File: src/rtl/tug_pkg.sv
// Shared types and default parameters for the Tug of War input front end.
package tug_pkg;

  typedef enum logic {RELEASED, PRESSED} btn_state_t;

  localparam int unsigned DEBOUNCE_CYCLES_DEF = 4;
  localparam int unsigned CNT_W_DEF           = 8;
  localparam int unsigned ACTIVE_LOW_DEF      = 1;

endpackage

File: src/rtl/tug_button_conditioner.sv
// One player key: 2-flop sync, debounce, press FSM and a registered one-cycle press pulse.
module tug_button_conditioner
  import tug_pkg::*;
#(
  parameter int unsigned DEBOUNCE_CYCLES = DEBOUNCE_CYCLES_DEF,
  parameter int unsigned CNT_W           = CNT_W_DEF,
  parameter int unsigned ACTIVE_LOW      = ACTIVE_LOW_DEF
) (
  input  logic clk,
  input  logic Reset,
  input  logic key_raw,
  input  logic freeze,
  output logic press_pulse
);

  localparam logic             RawReleased = (ACTIVE_LOW != 0) ? 1'b1 : 1'b0;
  localparam logic [CNT_W-1:0] CntLast     = CNT_W'(DEBOUNCE_CYCLES - 1);

  logic             sync1, sync2, synced;
  logic             debounced;
  logic [CNT_W-1:0] cnt;
  logic [1:0]       flush;
  logic             armed;
  btn_state_t       state;

  always_ff @(posedge clk) begin
    if (Reset) begin
      sync1 <= RawReleased;
      sync2 <= RawReleased;
    end else begin
      sync1 <= key_raw;
      sync2 <= sync1;
    end
  end

  assign synced = (ACTIVE_LOW != 0) ? ~sync2 : sync2;

  always_ff @(posedge clk) begin
    if (Reset) begin
      debounced <= 1'b0;
      cnt       <= '0;
    end else if (synced != debounced) begin
      if (cnt == CntLast) begin
        debounced <= synced;
        cnt       <= '0;
      end else begin
        cnt <= cnt + 1'b1;
      end
    end else begin
      cnt <= '0;
    end
  end

  // A key held through Reset must be seen released (after the sync flops have
  // refilled with real samples) before it may produce a pulse again.
  always_ff @(posedge clk) begin
    if (Reset) begin
      state       <= RELEASED;
      press_pulse <= 1'b0;
      flush       <= 2'd0;
      armed       <= 1'b0;
    end else begin
      press_pulse <= 1'b0;
      if (flush != 2'd2) begin
        flush <= flush + 2'd1;
      end
      if (flush == 2'd2 && !synced && !debounced) begin
        armed <= 1'b1;
      end
      unique case (state)
        RELEASED: begin
          if (debounced) begin
            state       <= PRESSED;
            press_pulse <= armed & ~freeze;
          end
        end
        PRESSED: begin
          if (!debounced) begin
            state <= RELEASED;
          end
        end
      endcase
    end
  end

endmodule

File: src/rtl/tug_input_conditioner.sv
// Tug of War front end: conditions the left and right player keys into L / R press pulses.
module tug_input_conditioner
  import tug_pkg::*;
#(
  parameter int unsigned DEBOUNCE_CYCLES = DEBOUNCE_CYCLES_DEF,
  parameter int unsigned CNT_W           = CNT_W_DEF,
  parameter int unsigned ACTIVE_LOW      = ACTIVE_LOW_DEF
) (
  input  logic clk,
  input  logic Reset,
  input  logic key_l,
  input  logic key_r,
  input  logic freeze,
  output logic L,
  output logic R
);

  tug_button_conditioner #(
    .DEBOUNCE_CYCLES(DEBOUNCE_CYCLES),
    .CNT_W          (CNT_W),
    .ACTIVE_LOW     (ACTIVE_LOW)
  ) u_left (
    .clk        (clk),
    .Reset      (Reset),
    .key_raw    (key_l),
    .freeze     (freeze),
    .press_pulse(L)
  );

  tug_button_conditioner #(
    .DEBOUNCE_CYCLES(DEBOUNCE_CYCLES),
    .CNT_W          (CNT_W),
    .ACTIVE_LOW     (ACTIVE_LOW)
  ) u_right (
    .clk        (clk),
    .Reset      (Reset),
    .key_raw    (key_r),
    .freeze     (freeze),
    .press_pulse(R)
  );

endmodule

File: config.mk
export PLATFORM = sky130hd
export DESIGN_NAME = tug_input_conditioner
export DESIGN_NICKNAME = d
export VERILOG_FILES = /design/src/rtl/tug_pkg.sv /design/src/rtl/tug_button_conditioner.sv /design/src/rtl/tug_input_conditioner.sv
export SDC_FILE = /design/constraint.sdc
export NUM_CORES = 1
export LEC_CHECK = 0
export ABC_CLOCK_PERIOD_IN_PS = 2100
export CORE_UTILIZATION = 56
export CTS_CLUSTER_SIZE = 16
export DETAILED_ROUTE_END_ITERATION = 16
export MAX_ROUTING_LAYER = met4
export PLACE_DENSITY = 0.75
export SLEW_MARGIN = 10
export SYNTH_ARGS = -nofsm -noshare
export SYNTH_HDL_FRONTEND = slang
export SYNTH_SLANG_ARGS = --single-unit
File: constraint.sdc
create_clock -name clk -period 2.1 [get_ports clk]
set_clock_uncertainty 0.1 [all_clocks]
set_input_delay 0.42 -clock clk [delete_from_list [all_inputs] [get_ports clk]]
set_output_delay 0.42 -clock clk [all_outputs]
set_load 0.01 [all_outputs]
== Word level (Yosys, flattened, before mapping) ==
Index checks and enable logic that the tools add are counted.

* Register bits: 32
* Input bits: 5
* Output and inout bits: 2

* $add $sub $neg: 4
* Equality and inequality tests: 8
* Mux-type cells: 2
* Bitwise gates (word level): 9
* Reductions and logical operators: 12

{| class="wikitable"
|+ Operator list
! operator !! number
|-
| adder 8 x 1 -> 8 bit, second input constant || 2
|-
| equality test 8 x 2 -> 1 bit, second input constant || 2
|-
| OR reduction 3 bit || 4
|-
| NOT 1 bit || 7
|-
| adder 2 x 1 -> 2 bit, second input constant || 2
|-
| equality test 2 bit, second input constant || 2
|-
| logical AND 1 bit || 4
|-
| != test 2 bit, second input constant || 2
|-
| AND reduction 2 bit || 2
|-
| bitwise AND 1 bit || 2
|-
| logical NOT 1 bit || 2
|-
| 2-to-1 mux 1 bit || 2
|-
| != test 1 bit || 2
|}

== Logic depth before layout (Yosys ltp) ==
* Word-level depth: 4
* Mapped depth: 5
* Depth with buffers taken out: 5

== Modules after synthesis ==
From an unflattened synthesis, not the netlist that was laid out.

* Cells, all modules: 134
* Area, all modules: 1251.2 um^2

{| class="wikitable"
|+ Modules (own cells, without submodules)
! module !! times used !! cells an instance !! area an instance (um^2)
|-
| tug_button_conditioner || 2 || 67 || 625.6
|}

== Least setup slack after synthesis ==
No wires, ideal clock.

* Path kind: register -> register
* Start: register u_left.cnt[4]
* End: register u_left.debounced
* Arrival: 1.425 ns
* Required time: 1.879 ns
* Path slack: 0.454 ns
* Cell stages (with the launch flop): 4
* Path buffers: 0
* Clock period less this slack: 1.646 ns
* Cells stage by stage: dfxtp_1 -> or4_4 -> nor4_4 -> mux2_4

* Cells in the longest elaborated chain, start to end: 2

{| class="wikitable"
|+ Ends and longest elaborated chain
! item !! RTL line !! RTL
|-
| start: declaration || tug_button_conditioner.sv:21 || <nowiki>logic [CNT_W-1:0] cnt;</nowiki>
|-
| start signal: assignment || tug_button_conditioner.sv:47 || <nowiki>cnt <= cnt + 1'b1;</nowiki>
|-
| equality test 8 x 2 -> 1 bit || tug_button_conditioner.sv:43 || <nowiki>if (cnt == CntLast) begin</nowiki>
|-
| AND reduction 2 bit (no source line) || n/a ||
|-
| end signal: assignment || tug_button_conditioner.sv:44 || <nowiki>debounced <= synced;</nowiki>
|-
| end: declaration || tug_button_conditioner.sv:20 || <nowiki>logic debounced;</nowiki>
|}

Every way passes these cells.
A chain may end at the register's enable or synchronous reset.

== Final worst setup path ==
* Start: register u_right.cnt[0]
* End: register u_right.cnt[7]

* Cells in the longest elaborated chain, start to end: 2
* Elaborated cells between the ends (all ways): 3

{| class="wikitable"
|+ Ends and longest elaborated chain
! item !! RTL line
|-
| start: declaration || tug_button_conditioner.sv:21
|-
| start signal: assignment || tug_button_conditioner.sv:47
|-
| branches (longest 2 deep; another with adder 8 x 1 -> 8 bit) || n/a
|}

Parallel ways; which one is timed is not known.

==> results.txt <==
clk buf depth = 2
Worst VDD drop = 804 µV
FFs w/ async S/R, synth = 0%
total routed wirelength = 1990 µm
Cell Area, Synth = 0.00124 mm²
overall power = 1.31 mW
Post-CTS Setup Bufs = 0
Die W = 49.0 µm
Mapped Nets = 141
Mapped Cells = 131
RSZ-0062 raised after global routing = false
Final ANT Viol Nets = 0
Crit-path slowest cell = or4b_1
Clock transition at path regs = 0.09 ns
layout cells sized above 1 = 10.3%
post-synth top area share = 51.8%
Root Driver = clkbuf_4
Flop pwr share = 52.6%
initial DRC count = 16
Critical path buffers and inverters = 0
Die ar. = 0.00240 mm²
Hold WC Path Type = register to register
Synth area leaders = dfxtp_1 52%, nor2_1 6.1%, ha_1 5.1%
fin crit share = 85.3%
CP Capture Type = register
core area = 0.00202 mm²
placed cell area = 0.00133 mm²
max_slew headroom = 72.7%
Worst EP required = 2.20 ns
CP Launch Type = register
fin cells = 172
Initial Utilization = 61.1%
# rows = 16
fin area = 0.00141 mm²
nets = 154
Synth Area in Compound Gates = 9.31%
Yosys top cell by area = dfxtp_1
I/O pin count = 7
Worst Path Arrival = 1.89 ns
post-layout util = 69.7%
Adder-Cell Fraction of Synth Area = 5.06%
Pins Over Slew Limit = 0
minimum clock period = 1.79 ns
top_reg_cell synth = dfxtp_1
Leakage = 0.524 nW
gpl congestion = 0.799
Yosys cell types = 25
area delta synth->final = 14.1%
leading cell type in the layout, fill and taps excluded = dfxtp_1
drt drc = 0
Antenna Cells = 0
maximum fanout along the worst path = 5
largest family of logic cells by synthesized area = simple AND/OR/NAND/NOR gates
die height = 49.0 µm
status = complete, no violations
Internal = 0.992 mW
Seq/Total Area, Yosys = 51.8%
combinational power share = 13.2%
Fin. Hold Viols = 0
gr usage total = 21.0%
clock share of power = 34.2%
DR vias = 904
initial antenna violation count = 0
most frequent cells in the layout = 32 x dfxtp_1, 20 x nor2_1
DRT Pass-1 Iters = 4
switching share of power = 24.5%
Post-CTS Hold Fix Bufs = 0
largest net degree at the start of global routing = 11
PortBufs = 6
Synth Area in Simple Gates = 23.5%
first-pass GRT wire length = 3580 µm
Tightest Pin Transition = 0.408 ns
yosys synthesis warning count = 0
Post-Synth XOR/XNOR Area = 6.38%
# clock sinks = 32
Setup Crit Path Kind = register to register
Final setup viols = 0
Max Cap Viol = 0
Crit path max-delay family = compound AO/OA/AOI/OAI gates
Pwr Density = 932 mW/mm²
worst skew pair latency = 0.32 ns
DP HPWL = 1490 µm
worst-path cell chain = ha_1 -> or4b_1 -> o211ai_1 -> a21oi_1
Avg Cell Area, Syn = 9.44 µm²
Final TNS setup = 0 ns
H-Tree Depth = 2
total CTS buffers = 5
Placed Cells = 164
GRT overflow = 0
mux share of post-synthesis cell area = 1.21%
cts repair resizes = 0
Switch Pwr = 0.323 mW
WL/cell = 11.6 µm
max incr delay on CP = 0.48 ns
Fmax = 558 MHz
CTS tree = built
Via-to-Cell Ratio = 5.26
vias in the first global route = 906
post-synthesis register bit count = 32
Post-synth EDFFs = 0
-- registers in the layout (all words and copies together) (netlist names) --
signal / cells
u_left.sync2: 1
u_left.press_pulse: 1
u_left.sync1: 1
u_left.flush: 2
u_right.state: 1
u_right.armed: 1
u_left.armed: 1
u_left.cnt: 8
u_right.sync2: 1
u_left.state: 1
u_right.sync1: 1
u_right.flush: 2
u_right.cnt: 8
u_right.debounced: 1
u_right.press_pulse: 1
u_left.debounced: 1
-- worst reg2reg max path, cell delays in order, from the launching register on --
cell and delay, ns:
dfxtp_1 0.41, ha_1 0.20, or4b_1 0.48, o211ai_1 0.40
a21oi_1 0.09
-- per-layer routing --
layer	share of wire (%)	global-route usage, %
met1	46	22.3
met5	0	-
met3	4.6	11.2
met4	0.35	7.35
met2	49	33.3
-- final cells by class --
class	count	area (µm²)
clock buffers	6	41.3
fillers	178	612
flip-flops and latches	32	641
clock inverters	2	35.0
repair buffers	7	67.6
well taps	27	33.8
inverters	8	30.0
multi-input cells	90	562
-- worst paths after layout --
check                  from             end  slack, ns  depth (start not counted)
max          u_right.cnt[0]  u_right.cnt[7]       0.31                          4
min           u_right.sync1   u_right.sync2       0.32                          1
max reg2reg  u_right.cnt[0]  u_right.cnt[7]       0.31                          4
min reg2reg   u_right.sync1   u_right.sync2       0.32                          1
-- Yosys cell counts, types with 2 or more instances --
| master | count |
|---|---|
| and3_1 | 2 |
| nor2_1 | 20 |
| or3_1 | 8 |
| a21oi_1 | 8 |
| o21ai_0 | 8 |
| inv_1 | 8 |
| xnor2_1 | 4 |
| a211oi_1 | 2 |
| or2_2 | 4 |
| nand3_1 | 7 |
| nand2_1 | 5 |
| ha_1 | 5 |
| nand4_1 | 2 |
| a31oi_1 | 2 |
| dfxtp_1 | 32 |
| xor2_1 | 5 |
-- logic make-up after synthesis --
group / count (synthesis)
compound gates: 21
simple gates: 54
fa+ha+maj: 5
mux: 1
buf+inv: 9
flops: 32
xor+xnor: 9
-- power by group through the flow --
stage | clock, mW | combinational, mW | sequential (mW)
floorplan | 0 | 0.135 | 0.698
global placement | 0 | 0.155 | 0.702
detailed placement | 0 | 0.176 | 0.706
CTS | 0.458 | 0.176 | 0.692
global route | 0.492 | 0.218 | 0.699
finish | 0.450 | 0.173 | 0.691
-- stage by stage --
step	worst slack (ns)	hold slack (ns)
6_report	0.308	0.318
5_1_grt	0.145	0.337
4_1_cts	0.302	0.322
3_5_place_dp	0.303	0.297
3_3_place_gp	0.339	0.293
2_1_floorplan	0.454	0.289
Power figures use the tool's default switching activity.
